## config.mk

```make
export PLATFORM = sky130hd
export DESIGN_NAME = seg7_scan_driver
export DESIGN_NICKNAME = d
export VERILOG_FILES = /design/src/rtl/seg7_pkg.sv /design/src/rtl/seg7_decoder.sv /design/src/rtl/seg7_scan_driver.sv
export SDC_FILE = /design/constraint.sdc
export NUM_CORES = 1
export LEC_CHECK = 0
export CAP_MARGIN = 25
export CORE_MARGIN = 2
export CORE_UTILIZATION = 54
export CTS_BUF_LIST = sky130_fd_sc_hd__clkbuf_4 sky130_fd_sc_hd__clkbuf_8
export CTS_CLUSTER_DIAMETER = 50
export DETAILED_ROUTE_END_ITERATION = 8
export GPL_TIMING_DRIVEN = 0
export PLACE_DENSITY = 0.89
export SLEW_MARGIN = 5
export SYNTH_ARGS = -nofsm -noshare
export SYNTH_HDL_FRONTEND = slang
export SYNTH_SLANG_ARGS = --single-unit
```

## constraint.sdc

```tcl
create_clock -name clk -period 2.7 [get_ports clk]
set_input_delay 0.405 -clock clk [delete_from_list [all_inputs] [get_ports clk]]
set_output_delay 0.405 -clock clk [all_outputs]
set_load 0.02 [all_outputs]
```

## src/rtl/seg7_pkg.sv

```systemverilog
// Shared segment constants and the nibble-to-segment decode used by the
// seven-segment scan driver and its standalone decoder.
//
// Segment bit order: {g,f,e,d,c,b,a}, bit 0 = a, bit 6 = g. All patterns here
// are active-high (1 = segment lit); pin polarity is applied by the driver.
package seg7_pkg;

  localparam logic [6:0] SEG_0     = 7'h3F;
  localparam logic [6:0] SEG_1     = 7'h06;
  localparam logic [6:0] SEG_2     = 7'h5B;
  localparam logic [6:0] SEG_3     = 7'h4F;
  localparam logic [6:0] SEG_4     = 7'h66;
  localparam logic [6:0] SEG_5     = 7'h6D;
  localparam logic [6:0] SEG_6     = 7'h7D;
  localparam logic [6:0] SEG_7     = 7'h07;
  localparam logic [6:0] SEG_8     = 7'h7F;
  localparam logic [6:0] SEG_9     = 7'h6F;
  localparam logic [6:0] SEG_A     = 7'h77;
  localparam logic [6:0] SEG_B     = 7'h7C;
  localparam logic [6:0] SEG_C     = 7'h39;
  localparam logic [6:0] SEG_D     = 7'h5E;
  localparam logic [6:0] SEG_E     = 7'h79;
  localparam logic [6:0] SEG_F     = 7'h71;
  localparam logic [6:0] SEG_DASH  = 7'h40;
  localparam logic [6:0] SEG_BLANK = 7'h00;

  // In BCD mode the non-decimal codes A-F show a dash so bad data is visible.
  function automatic logic [6:0] seg7_decode(input logic [3:0] nibble,
                                             input logic       hex_mode);
    logic [6:0] seg;
    seg = SEG_DASH;
    case (nibble)
      4'h0:    seg = SEG_0;
      4'h1:    seg = SEG_1;
      4'h2:    seg = SEG_2;
      4'h3:    seg = SEG_3;
      4'h4:    seg = SEG_4;
      4'h5:    seg = SEG_5;
      4'h6:    seg = SEG_6;
      4'h7:    seg = SEG_7;
      4'h8:    seg = SEG_8;
      4'h9:    seg = SEG_9;
      4'hA:    seg = hex_mode ? SEG_A : SEG_DASH;
      4'hB:    seg = hex_mode ? SEG_B : SEG_DASH;
      4'hC:    seg = hex_mode ? SEG_C : SEG_DASH;
      4'hD:    seg = hex_mode ? SEG_D : SEG_DASH;
      4'hE:    seg = hex_mode ? SEG_E : SEG_DASH;
      default: seg = hex_mode ? SEG_F : SEG_DASH;
    endcase
    return seg;
  endfunction

endpackage

```

## src/rtl/seg7_decoder.sv

```systemverilog
// Combinational single-digit decoder: nibble + mode + blank -> active-high
// segment pattern. Usable on its own wherever one static digit is needed.
module seg7_decoder
  import seg7_pkg::*;
(
  input  logic [3:0] nibble_i,
  input  logic       hex_mode_i,
  input  logic       blank_i,
  output logic [6:0] seg_o
);

  // Blanking overrides the decoded glyph entirely.
  assign seg_o = blank_i ? SEG_BLANK : seg7_decode(nibble_i, hex_mode_i);

endmodule

```

## src/rtl/seg7_scan_driver.sv

```systemverilog
// Time-multiplexed multi-digit seven-segment driver. Holds a shadow copy of
// the display data, scans one digit per CLK_DIV cycles and drives registered,
// polarity-adjusted pin outputs.
module seg7_scan_driver
  import seg7_pkg::*;
#(
  parameter int NUM_DIGITS     = 4,
  parameter int CLK_DIV        = 1000,
  parameter bit SEG_ACTIVE_LOW = 1'b0,
  parameter bit DIG_ACTIVE_LOW = 1'b0
) (
  input  logic                    clk,
  input  logic                    rst_n,
  input  logic                    en,
  input  logic                    load,
  input  logic [4*NUM_DIGITS-1:0] value,
  input  logic [NUM_DIGITS-1:0]   dp_in,
  input  logic                    hex_mode,
  input  logic                    blank_lz,
  output logic [6:0]              Segment,
  output logic                    dp,
  output logic [NUM_DIGITS-1:0]   digit_en,
  output logic                    frame_done
);

  // A single-digit build still needs a 1-bit index to keep widths legal.
  localparam int IDX_W = (NUM_DIGITS > 1) ? $clog2(NUM_DIGITS) : 1;
  localparam int DIV_W = $clog2(CLK_DIV);
  localparam logic [IDX_W-1:0] IDX_LAST = IDX_W'(NUM_DIGITS - 1);
  localparam logic [DIV_W-1:0] DIV_LAST = DIV_W'(CLK_DIV - 1);

  logic [4*NUM_DIGITS-1:0] sh_value_q, sh_value_d;
  logic [NUM_DIGITS-1:0]   sh_dp_q, sh_dp_d;
  logic                    sh_hex_q, sh_hex_d;
  logic                    sh_blz_q, sh_blz_d;

  logic [DIV_W-1:0]        div_cnt_q, div_cnt_d;
  logic [IDX_W-1:0]        digit_idx_q, digit_idx_d;

  logic [6:0]              seg_out_q, seg_out_d;
  logic                    dp_out_q, dp_out_d;
  logic [NUM_DIGITS-1:0]   dig_out_q, dig_out_d;
  logic                    frame_q, frame_d;

  logic [NUM_DIGITS-1:0]   blank_mask;
  logic [3:0]              cur_nib;
  logic                    cur_dp;
  logic                    cur_blank;
  logic [NUM_DIGITS-1:0]   cur_onehot;
  logic [6:0]              cur_seg;

  // Shadow capture: load is honoured regardless of en.
  always_comb begin
    sh_value_d = sh_value_q;
    sh_dp_d    = sh_dp_q;
    sh_hex_d   = sh_hex_q;
    sh_blz_d   = sh_blz_q;
    if (load) begin
      sh_value_d = value;
      sh_dp_d    = dp_in;
      sh_hex_d   = hex_mode;
      sh_blz_d   = blank_lz;
    end
  end

  // Dwell divider and digit index; both park at zero while disabled so a
  // re-enable always starts at digit 0 with a full dwell.
  always_comb begin
    div_cnt_d   = div_cnt_q;
    digit_idx_d = digit_idx_q;
    if (!en) begin
      div_cnt_d   = '0;
      digit_idx_d = '0;
    end else if (div_cnt_q == DIV_LAST) begin
      div_cnt_d   = '0;
      digit_idx_d = (digit_idx_q == IDX_LAST) ? '0 : digit_idx_q + 1'b1;
    end else begin
      div_cnt_d   = div_cnt_q + 1'b1;
    end
  end

  // Pulse marks the last cycle of the last digit, i.e. the end of a frame.
  assign frame_d = en && (div_cnt_q == DIV_LAST) && (digit_idx_q == IDX_LAST);

  // Leading-zero mask: walk from the most significant digit down, staying
  // blank while every digit seen so far is zero with no decimal point.
  always_comb begin
    logic upper_clear;
    upper_clear = 1'b1;
    blank_mask  = '0;
    for (int d = NUM_DIGITS - 1; d >= 0; d--) begin
      upper_clear   = upper_clear && (sh_value_q[4*d +: 4] == 4'h0) && !sh_dp_q[d];
      blank_mask[d] = sh_blz_q && upper_clear;
    end
    blank_mask[0] = 1'b0;
  end

  // Select the data for the digit currently being scanned.
  always_comb begin
    cur_nib    = 4'h0;
    cur_dp     = 1'b0;
    cur_blank  = 1'b0;
    cur_onehot = '0;
    for (int d = 0; d < NUM_DIGITS; d++) begin
      if (digit_idx_q == IDX_W'(d)) begin
        cur_nib       = sh_value_q[4*d +: 4];
        cur_dp        = sh_dp_q[d];
        cur_blank     = blank_mask[d];
        cur_onehot[d] = 1'b1;
      end
    end
  end

  seg7_decoder u_decoder (
    .nibble_i   (cur_nib),
    .hex_mode_i (sh_hex_q),
    .blank_i    (cur_blank),
    .seg_o      (cur_seg)
  );

  // Output register inputs: dark whenever scanning is disabled.
  always_comb begin
    seg_out_d = SEG_BLANK;
    dp_out_d  = 1'b0;
    dig_out_d = '0;
    if (en) begin
      seg_out_d = cur_seg;
      dp_out_d  = cur_dp;
      dig_out_d = cur_onehot;
    end
  end

  // All state, with asynchronous clear to a dark display.
  always_ff @(posedge clk or negedge rst_n) begin
    if (!rst_n) begin
      sh_value_q  <= '0;
      sh_dp_q     <= '0;
      sh_hex_q    <= 1'b0;
      sh_blz_q    <= 1'b0;
      div_cnt_q   <= '0;
      digit_idx_q <= '0;
      seg_out_q   <= SEG_BLANK;
      dp_out_q    <= 1'b0;
      dig_out_q   <= '0;
      frame_q     <= 1'b0;
    end else begin
      sh_value_q  <= sh_value_d;
      sh_dp_q     <= sh_dp_d;
      sh_hex_q    <= sh_hex_d;
      sh_blz_q    <= sh_blz_d;
      div_cnt_q   <= div_cnt_d;
      digit_idx_q <= digit_idx_d;
      seg_out_q   <= seg_out_d;
      dp_out_q    <= dp_out_d;
      dig_out_q   <= dig_out_d;
      frame_q     <= frame_d;
    end
  end

  // Pin polarity sits after the registers so reset levels follow it too.
  assign Segment    = seg_out_q ^ {7{SEG_ACTIVE_LOW}};
  assign dp         = dp_out_q ^ SEG_ACTIVE_LOW;
  assign digit_en   = dig_out_q ^ {NUM_DIGITS{DIG_ACTIVE_LOW}};
  assign frame_done = frame_q;

endmodule

```

* Word level (Yosys, flattened, before mapping)
Index checks and enable logic that the tools add are counted.
** Operators by class
- Reductions and logical operators :: 18
- Add/sub/neg operators :: 2
- Muxes and demuxes :: 31
- Equal/unequal tests :: 19
** Operator list (number)
- $pmux W7 S15 :: 1
- $eq A4 B4 Y1 const B :: 7
- $mux W6 :: 4
- $mux W7 :: 3
- $mux W10 :: 2
- $mux W4 :: 5
- $eq A4 B3 Y1 const B :: 4
- $logic_not A4 Y1 :: 4
- $mux W1 :: 12
- $add A10 B1 Y10 const B :: 1
- $eq A10 B10 Y1 const B :: 1
- $logic_and A1 B1 Y1 :: 10
- $eq A4 B2 Y1 const B :: 2
- $mux W2 :: 3
- $mux W5 :: 1
- $eq A2 B2 Y1 const B :: 2
- $eq A4 B1 Y1 const B :: 1
- $logic_not A1 Y1 :: 3
- $add A2 B1 Y2 const B :: 1
- $eq A2 B1 Y1 const B :: 1
- $logic_not A2 Y1 :: 1
- $ne A2 B1 Y1 const B :: 1
** Word-level totals
- Register bits :: 47
- Bits of input ports :: 26
- Output and inout bits :: 13
- Logic and storage cells :: 80

* Depth between registers and ports, before layout
Gate-level depths: netlist of the first run.
- Word-level depth :: 12
- Depth in mapped cells :: 9
- Depth with buffers taken out :: 8

* Cells and area by module
A second synthesis of the first run with hierarchy kept.
** Unflattened totals
- Cell total of the unflattened synthesis :: 222
- Area, all modules :: 2379.8 um2
** Modules (own cells, without submodules)
- seg7_scan_driver :: area each 2079.5 um2, sequential area each 1176.1 um2, cells each 178, times used 1
- seg7_decoder :: area each 300.3 um2, sequential area each 0.0 um2, cells each 44, times used 1

* Worst setup path after synthesis of the first run
No wires, ideal clock.
- Kind :: flip-flop to flip-flop
- From :: register digit_idx_q[0]
- To :: register seg_out_q[3] (netlist: Segment[3])
- Cell stages (with the launch flop) :: 9
- Setup time :: 0.111 ns
- Data arrival time :: 1.979 ns
- Slack :: 0.609 ns
- Clock period less this slack :: 2.091 ns
- Required time :: 2.589 ns
- Path buffers :: 0
- Cells stage by stage :: dfrtp_1 > inv_1 > ha_1 > or2_4 > a221o_1 > o211a_4 > nor2_4 > o22ai_1 > a2111oi_2
** On the way
- Longest elaborated chain between the ends :: 9
- Elaborated cells on any way between the ends :: 29
- Those cells by class :: eq/ne (17); mux (10); reduce/logical (2)
** RTL lines
- start, declared :: line seg7_scan_driver.sv:38 : logic [IDX_W-1:0] digit_idx_q, digit_idx_d;
- start signal, assigned :: line seg7_scan_driver.sv:152 : digit_idx_q <= digit_idx_d;
- $logic_not A2 Y1 :: line seg7_scan_driver.sv:105 : if (digit_idx_q == IDX_W'(d)) begin
- $mux W4 (4 in a row) :: line seg7_scan_driver.sv:105
- $eq A4 B4 Y1, or another cell as far along :: line seg7_pkg.sv:32 : case (nibble)
- $pmux W7 S15 :: line seg7_pkg.sv:32
- $mux W7 (*) :: line seg7_decoder.sv:13 : assign seg_o = blank_i ? SEG_BLANK : seg7_decode(nibble_i, hex_mode_i);
- $mux W7 (*) :: line seg7_scan_driver.sv:126 : if (en) begin
- named net seg_out_d[3] :: line seg7_scan_driver.sv:40 : logic [6:0] seg_out_q, seg_out_d;
- end signal, assigned :: line seg7_scan_driver.sv:153 : seg_out_q <= seg_out_d;
- end, declared :: line seg7_scan_driver.sv:40
The timed path passes the listed nets; every way through them passes the cells marked *.
A chain may end at the register's enable or synchronous reset.

* Final worst setup path of the first run
Same ends and word-level chain as after synthesis.

==> flow_metrics.tcl, run 1 <==
set metrics [dict create \
    async_flop_share_pct 100 \
    path_delay_family "compound AO/OA/AOI/OAI gates" \
    crit_fanout 7 \
    drt_iter0_markers 129 \
    cts.repair.resized 0 \
    finalSetupTns_ps 0 \
    overflow 0 \
    gp_congestion 0.866 \
    grt_pass1_wl_um 6900 \
    synth_cells 206 \
    r2r_end "Segment[3]" \
    clk_latency_ps 300 \
    finalClockSkew_ps 15.5 \
    clock-sinks 47 \
    ioPinCount 39 \
    antennaDiodeCount 0 \
    dieWidth_um 68.6 \
    yosysMostFrequentCell "dfrtp_1" \
    track_usage_pct 20.1 \
    final_layout_size_suffix_gt1_share_pct 16.3 \
    post_drt_wl_per_cell_um 13.3 \
    max_freq_ghz 0.411 \
    cts_root_buf "clkbuf_8" \
    r2r_start "digit_idx_q[0]" \
    critPathLaunch "digit_idx_q[0]" \
    status "finished, final reports clean" \
    drv_slew 0 \
    die_area_um2 4710 \
    path_cells "inv_1, ha_1, or2_4, a221oi_1, nor2_1, nor2_4, o22ai_1, a2111oi_2" \
    synth_seq_cells 47 \
    worstSetupPathType "reg2reg" \
    r2r_cells 8 \
    worstMarginPinSlew_ps 663 \
    rrSetupSlack_ps 270 \
    postCtsSetupRepairBufs 0 \
    p_per_area_nw_per_um2 521 \
    post-place-cells 294 \
    ant_nets 0 \
    crit_path_end_kind "register" \
    ys_types 45 \
    max-cap-violations 0 \
    route.detailed.drc 0 \
    fin_crit_ps 2430 \
    cts_hold_buffers 0 \
    synthTopCellsByCount "dfrtp_1, mux2_2, nor2_1" \
    synth_seq_area_share_pct 52.2 \
    drt-pass1-iter-count 4 \
    start_util_pct 56.3 \
    crit_arrival_ps 2610 \
    cp_slowest_stage_delay_ps 420 \
    hp-class "in2async" \
    grt_antenna_before_repair 0 \
    io_buffers 37 \
    layout.nets 282 \
    core_area_um2 4000 \
    cts_tree "yes" \
    yosysTopAreaCell "dfrtp_1" \
    vias 1686 \
    synth_edf_count 0 \
    die_h_um 68.6 \
    final_cells 302 \
    cp.depth 8 \
    area_growth_pct 23.8 \
    hpwl_um 3110 \
    cp_num_buf_inv 1 \
    synth-main-ff-cell "dfrtp_1" \
    cts.path.max_buffers 2 \
    yosysWarnings 0 \
    syn_nets 237 \
    critPathLaunchType "register" \
    syn_area_um2 2250 \
    vdd_ir_drop_max_uv 318 \
    synth_area_leaders "dfrtp_1, mux2_2, nor2_1, ha_1, nand2_1" \
    finalCritPeriodShare_pct 90.1 \
    slew_headroom_pct 55.8 \
    via_per_inst 5.58 \
    critical_path.endpoint "Segment[3]" \
    finalWirelength_um 4000 \
    synth.avg_cell_area_um2 10.9 \
    cpMaxStageDelayCell "dfrtp_1" \
    grt_max_degree 28 \
    clkTransAtPathRegs_ps 90 \
    timing_hold_violations_final 0 \
    rows 23 \
    grt_pass1_vias 1539 \
    cts_made_buffers 5 \
    setup_viol 0 \
    required_ps 2870 \
    synth_top_area_share_pct 52.2 \
    p_leak_nw 1.16 \
    rsz0062_at_grt "false" \
    htree_levels 2 \
]
[logic make-up (layout without fill, tap and decap cells)]
family / Yosys count / in the layout / synth area share [%]
AO/OA/AOI/OAI: 38 / 38 / 12.3
XOR/XNOR: 9 / 9 / 3.50
adder cells (fa/ha/maj): 5 / 5 / 2.78
buffers and inverters: 14 / 60 / 2.50
flip-flops: 47 / 47 / 52.2
multiplexers: 21 / 21 / 10.4
AND/OR/NAND/NOR: 72 / 72 / 16.3
[worst min-delay path by stage]
stage | startpoint | endpoint | slack (ps) | cells past startpoint
floorplan | rst_n | Segment[0] | 110 | 0
finish | rst_n | div_cnt_q[7] | 40 | 1
CTS | rst_n | div_cnt_q[7] | 50 | 1
global placement | div_cnt_q[0] | div_cnt_q[0] | 440 | 1
detailed placement | rst_n | div_cnt_q[7] | 390 | 1
global route | rst_n | div_cnt_q[5] | 70 | 1
[sequential cells by signal (all words and copies together) (netlist names)]
| signal | cells |
|---|---|
| sh_value_q | 16 |
| div_cnt_q | 10 |
| Segment | 7 |
| digit_en | 4 |
| sh_dp_q | 4 |
| digit_idx_q | 2 |
| dp | 1 |
| frame_done | 1 |
| sh_blz_q | 1 |
| sh_hex_q | 1 |
[layout by cell type, fill, tap and decap left out, drive strengths merged, types with 2 or more instances in the layout]
| cell type | n |
|---|---|
| dfrtp | 47 |
| clkdlybuf4s50 | 36 |
| mux2 | 20 |
| nor2 | 19 |
| nand2 | 16 |
| o21ai | 12 |
| clkbuf | 12 |
| and2 | 8 |
| inv | 6 |
| nor3 | 6 |
| xnor2 | 6 |
| ha | 5 |
| nand3 | 4 |
| o22ai | 4 |
| a21oi | 4 |
| buf | 4 |
| xor2 | 3 |
| nand2b | 3 |
| a31oi | 3 |
| a221oi | 3 |
| nor2b | 3 |
| or4 | 2 |
| and3 | 2 |
| nand4 | 2 |
| a221o | 2 |
| nor3b | 2 |
| nor4 | 2 |
| or2 | 2 |
[metal layers]
layer / vias to the layer above / global-route usage, % / wire length (µm)
li1: 821 / - / -
met1: 812 / 26.3 / 1810
met2: 47 / 31.6 / 1920
met3: 6 / 5.36 / 215
met4: 0 / 8.00 / 58
met5: - / 0 / 0
[stage by stage]
step / cell area (µm²) / utilization, % / hold slack, ps / setup WS, ps / power, W
finish: 2790 / 69.8 / 42.2 / 267 / 0.00145
global route: 2790 / 69.8 / 73.1 / 25.9 / 0.00154
CTS: 2790 / 69.8 / 50.7 / 270 / 0.00147
detailed placement: 2700 / 67.5 / 385 / 303 / 0.00106
global placement: 2690 / 67.2 / 444 / 32.7 / 0.00105
floorplan: 2250 / - / 109 / 609 / 0.000943
[report_power, final]
part / switching [W] / leakage, nW / internal (W)
Sequential: 0.0000336 / 0.592 / 0.000755
Clock: 0.000219 / 0.0446 / 0.000191
Combinational: 0.000121 / 0.523 / 0.000133
[worst register-to-register path, delay by kind of cell (launching register included)]
| family | cells | cell delay, ps |
|---|---|---|
| buf+inv | 1 | 90 |
| simple gates | 3 | 680 |
| flops | 1 | 420 |
| fa+ha+maj | 1 | 280 |
| compound gates | 3 | 820 |
[cell type report]
type | count | area [µm²]
buffer | 8 | 33.8
timing repair buffer | 38 | 385
sequential | 47 | 1180
tap | 50 | 62.6
clock buffer | 6 | 76.3
clock inverter | 2 | 12.5
fill | 318 | 1210
inverter | 6 | 22.5
multi-input combinational | 145 | 1020
(Power assumes the default switching activity.)
==> run 2: changes to the inputs <==
--- a/config.mk
+++ b/config.mk
@@ -6,13 +6,15 @@
 export NUM_CORES = 1
 export LEC_CHECK = 0
 export CAP_MARGIN = 25
+export CELL_PAD_IN_SITES_DETAIL_PLACEMENT = 0
+export CELL_PAD_IN_SITES_GLOBAL_PLACEMENT = 1
 export CORE_MARGIN = 2
-export CORE_UTILIZATION = 54
+export CORE_UTILIZATION = 43
 export CTS_BUF_LIST = sky130_fd_sc_hd__clkbuf_4 sky130_fd_sc_hd__clkbuf_8
 export CTS_CLUSTER_DIAMETER = 50
 export DETAILED_ROUTE_END_ITERATION = 8
 export GPL_TIMING_DRIVEN = 0
-export PLACE_DENSITY = 0.89
+export PLACE_DENSITY = 0.9
 export SLEW_MARGIN = 5
 export SYNTH_ARGS = -nofsm -noshare
 export SYNTH_HDL_FRONTEND = slang
==> run 2 against run 1 <==
Via count is 1.2% lower. Critical path depth stayed put. Hold slack better by 8.2 ps. Clock-buffer cell count is 1 higher. Largest cell class unchanged. Wire length is 6.6% higher. Combinational power is 2% higher.
==> flow_metrics.tcl, run 2 (synthesis results as in run 1) <==
set metrics [dict create \
    drv_slew 0 \
    via_per_inst 5.17 \
    track_usage_pct 16.4 \
    dieWidth_um 76.4 \
    cts.repair.resized 0 \
    p_clk_share_pct 30.7 \
    finalWirelength_um 4270 \
    max-cap-violations 0 \
    clkTransAtPathRegs_ps 90 \
    grt_antenna_before_repair 0 \
    critPathLaunchType "register" \
    final_layout_size_suffix_gt1_share_pct 16.3 \
    fin_crit_ps 2440 \
    mostFrequentLayoutCells "dfrtp_1, clkdlybuf4s50_1, mux2_2" \
    multi_input_area_um2 1020 \
    antennaDiodeCount 0 \
    layout.nets 282 \
    finalCritPeriodShare_pct 90.2 \
    vias 1666 \
    switching_share_pct 25.8 \
    vdd_ir_drop_max_uv 349 \
    drt_iter0_markers 58 \
    nFillCells 478 \
    setup_ws_ps 265 \
    cts.path.max_buffers 2 \
    worstMarginPinSlew_ps 731 \
    rrSetupSlack_ps 260 \
    cp_slowest_stage_delay_ps 420 \
    cts_root_buf "clkbuf_8" \
    area_growth_pct 25.6 \
    required_ps 2890 \
    hp-class "in2async" \
    die_area_um2 5840 \
    final_area_um2 2830 \
    htree_levels 2 \
    grt_pass1_vias 1686 \
    clk_latency_ps 310 \
    timing_hold_violations_final 0 \
    start_util_pct 44.4 \
    die_h_um 76.4 \
    regArea_um2 1180 \
    slew_headroom_pct 51.2 \
    io_buffers 37 \
    rsz0062_at_grt "false" \
    clock-sinks 47 \
    drt-pass1-iter-count 4 \
    cts_hold_buffers 0 \
    post_drt_wl_per_cell_um 13.2 \
    cpMaxStageDelayCell "dfrtp_1" \
    crit_path_end_kind "register" \
    max_freq_ghz 0.411 \
    pwr-share-seq_pct 52.2 \
    final_core_util_pct 55.8 \
    p_switching_w 0.000389 \
    pre_cts_ws_ps 298 \
    crit_arrival_ps 2620 \
    p_int_w 0.00112 \
    p_leak_nw 1.17 \
    postCtsSetupRepairBufs 0 \
    largest_reg_flops 16 \
    overflow 0 \
    ant_nets 0 \
    route.detailed.drc 0 \
    setup_viol 0 \
    rows 26 \
    hpwl_um 3170 \
    grt_max_degree 27 \
    ioPinCount 39 \
    core_area_um2 5070 \
    gp_congestion 0.779 \
    regMostFlops "sh_value_q" \
    worstSetupPathType "reg2reg" \
    path_cells "inv_1, ha_1, or2_4, a221oi_1, nor2_1, nor2_4, o22ai_1, a2111oi_2" \
    cts_tree "yes" \
    place_area_um2 2730 \
    final_common_cell "dfrtp_1" \
    grt_pass1_wl_um 7530 \
    p_per_area_nw_per_um2 533 \
    crit_fanout 7 \
    comb_power_share_pct 17.1 \
    cts_made_buffers 5 \
    finalSetupTns_ps 0 \
    status "finished, final reports clean" \
    finalClockSkew_ps 8.14 \
]
run 2: worst paths after layout:
kind,startpoint,to,cells after the start
setup / recovery,digit_idx_q[0],Segment[3],8
hold / removal,rst_n,div_cnt_q[7],1
setup reg to reg,digit_idx_q[0],Segment[3],8
hold reg to reg,div_cnt_q[0],div_cnt_q[0],1
max in group asynchronous,rst_n,sh_value_q[15],2
min in group clk,div_cnt_q[0],div_cnt_q[0],1
run 2: worst max-delay path: cells and delay by family, from the launching register on:
| kind | cells | cell delay (ps) |
|---|---|---|
| DFF | 1 | 420 |
| AOI/OAI and AO/OA | 3 | 820 |
| buffers and inverters | 1 | 80 |
| and+or+nand+nor | 3 | 690 |
| adders and majority gates | 1 | 280 |
run 2: per-stage QoR:
stage	total power (W)	instances	hold slack [ps]
after floorplan	0.000943	206	109
after global placement	0.00105	313	449
after detailed placement	0.00106	314	400
after CTS	0.00153	322	60.5
after global routing	0.00158	322	83.2
final	0.00151	322	50.5
run 2: area by class of cell:
cell class | count | area share (%)
plain buffers | 8 | 1.19
repair buffers | 38 | 13.6
inverters | 6 | 0.796
flip-flops and latches | 47 | 41.6
well taps | 70 | 3.09
clock inverters | 1 | 0.265
multi-input cells | 145 | 36.1
clock buffers | 7 | 3.40
run 2: power groups by stage:
| stage | clock (W) | combinational (W) | sequential (W) |
|---|---|---|---|
| floorplan | 0 | 0.000132 | 0.000812 |
| global placement | 0 | 0.000252 | 0.000800 |
| detailed placement | 0 | 0.000259 | 0.000802 |
| CTS | 0.000478 | 0.000260 | 0.000788 |
| global route | 0.000506 | 0.000283 | 0.000796 |
| finish | 0.000464 | 0.000258 | 0.000787 |
run 2: layer usage:
layer | part of all wire (%) | up-vias | wire (µm) | track usage [%]
met5 | 0 | - | 0 | 0
met4 | 1.6 | 0 | 68 | 6.55
met3 | 5.5 | 6 | 234 | 5.21
met2 | 47 | 46 | 2020 | 26.0
met1 | 46 | 789 | 1950 | 20.9
li1 | - | 825 | - | -
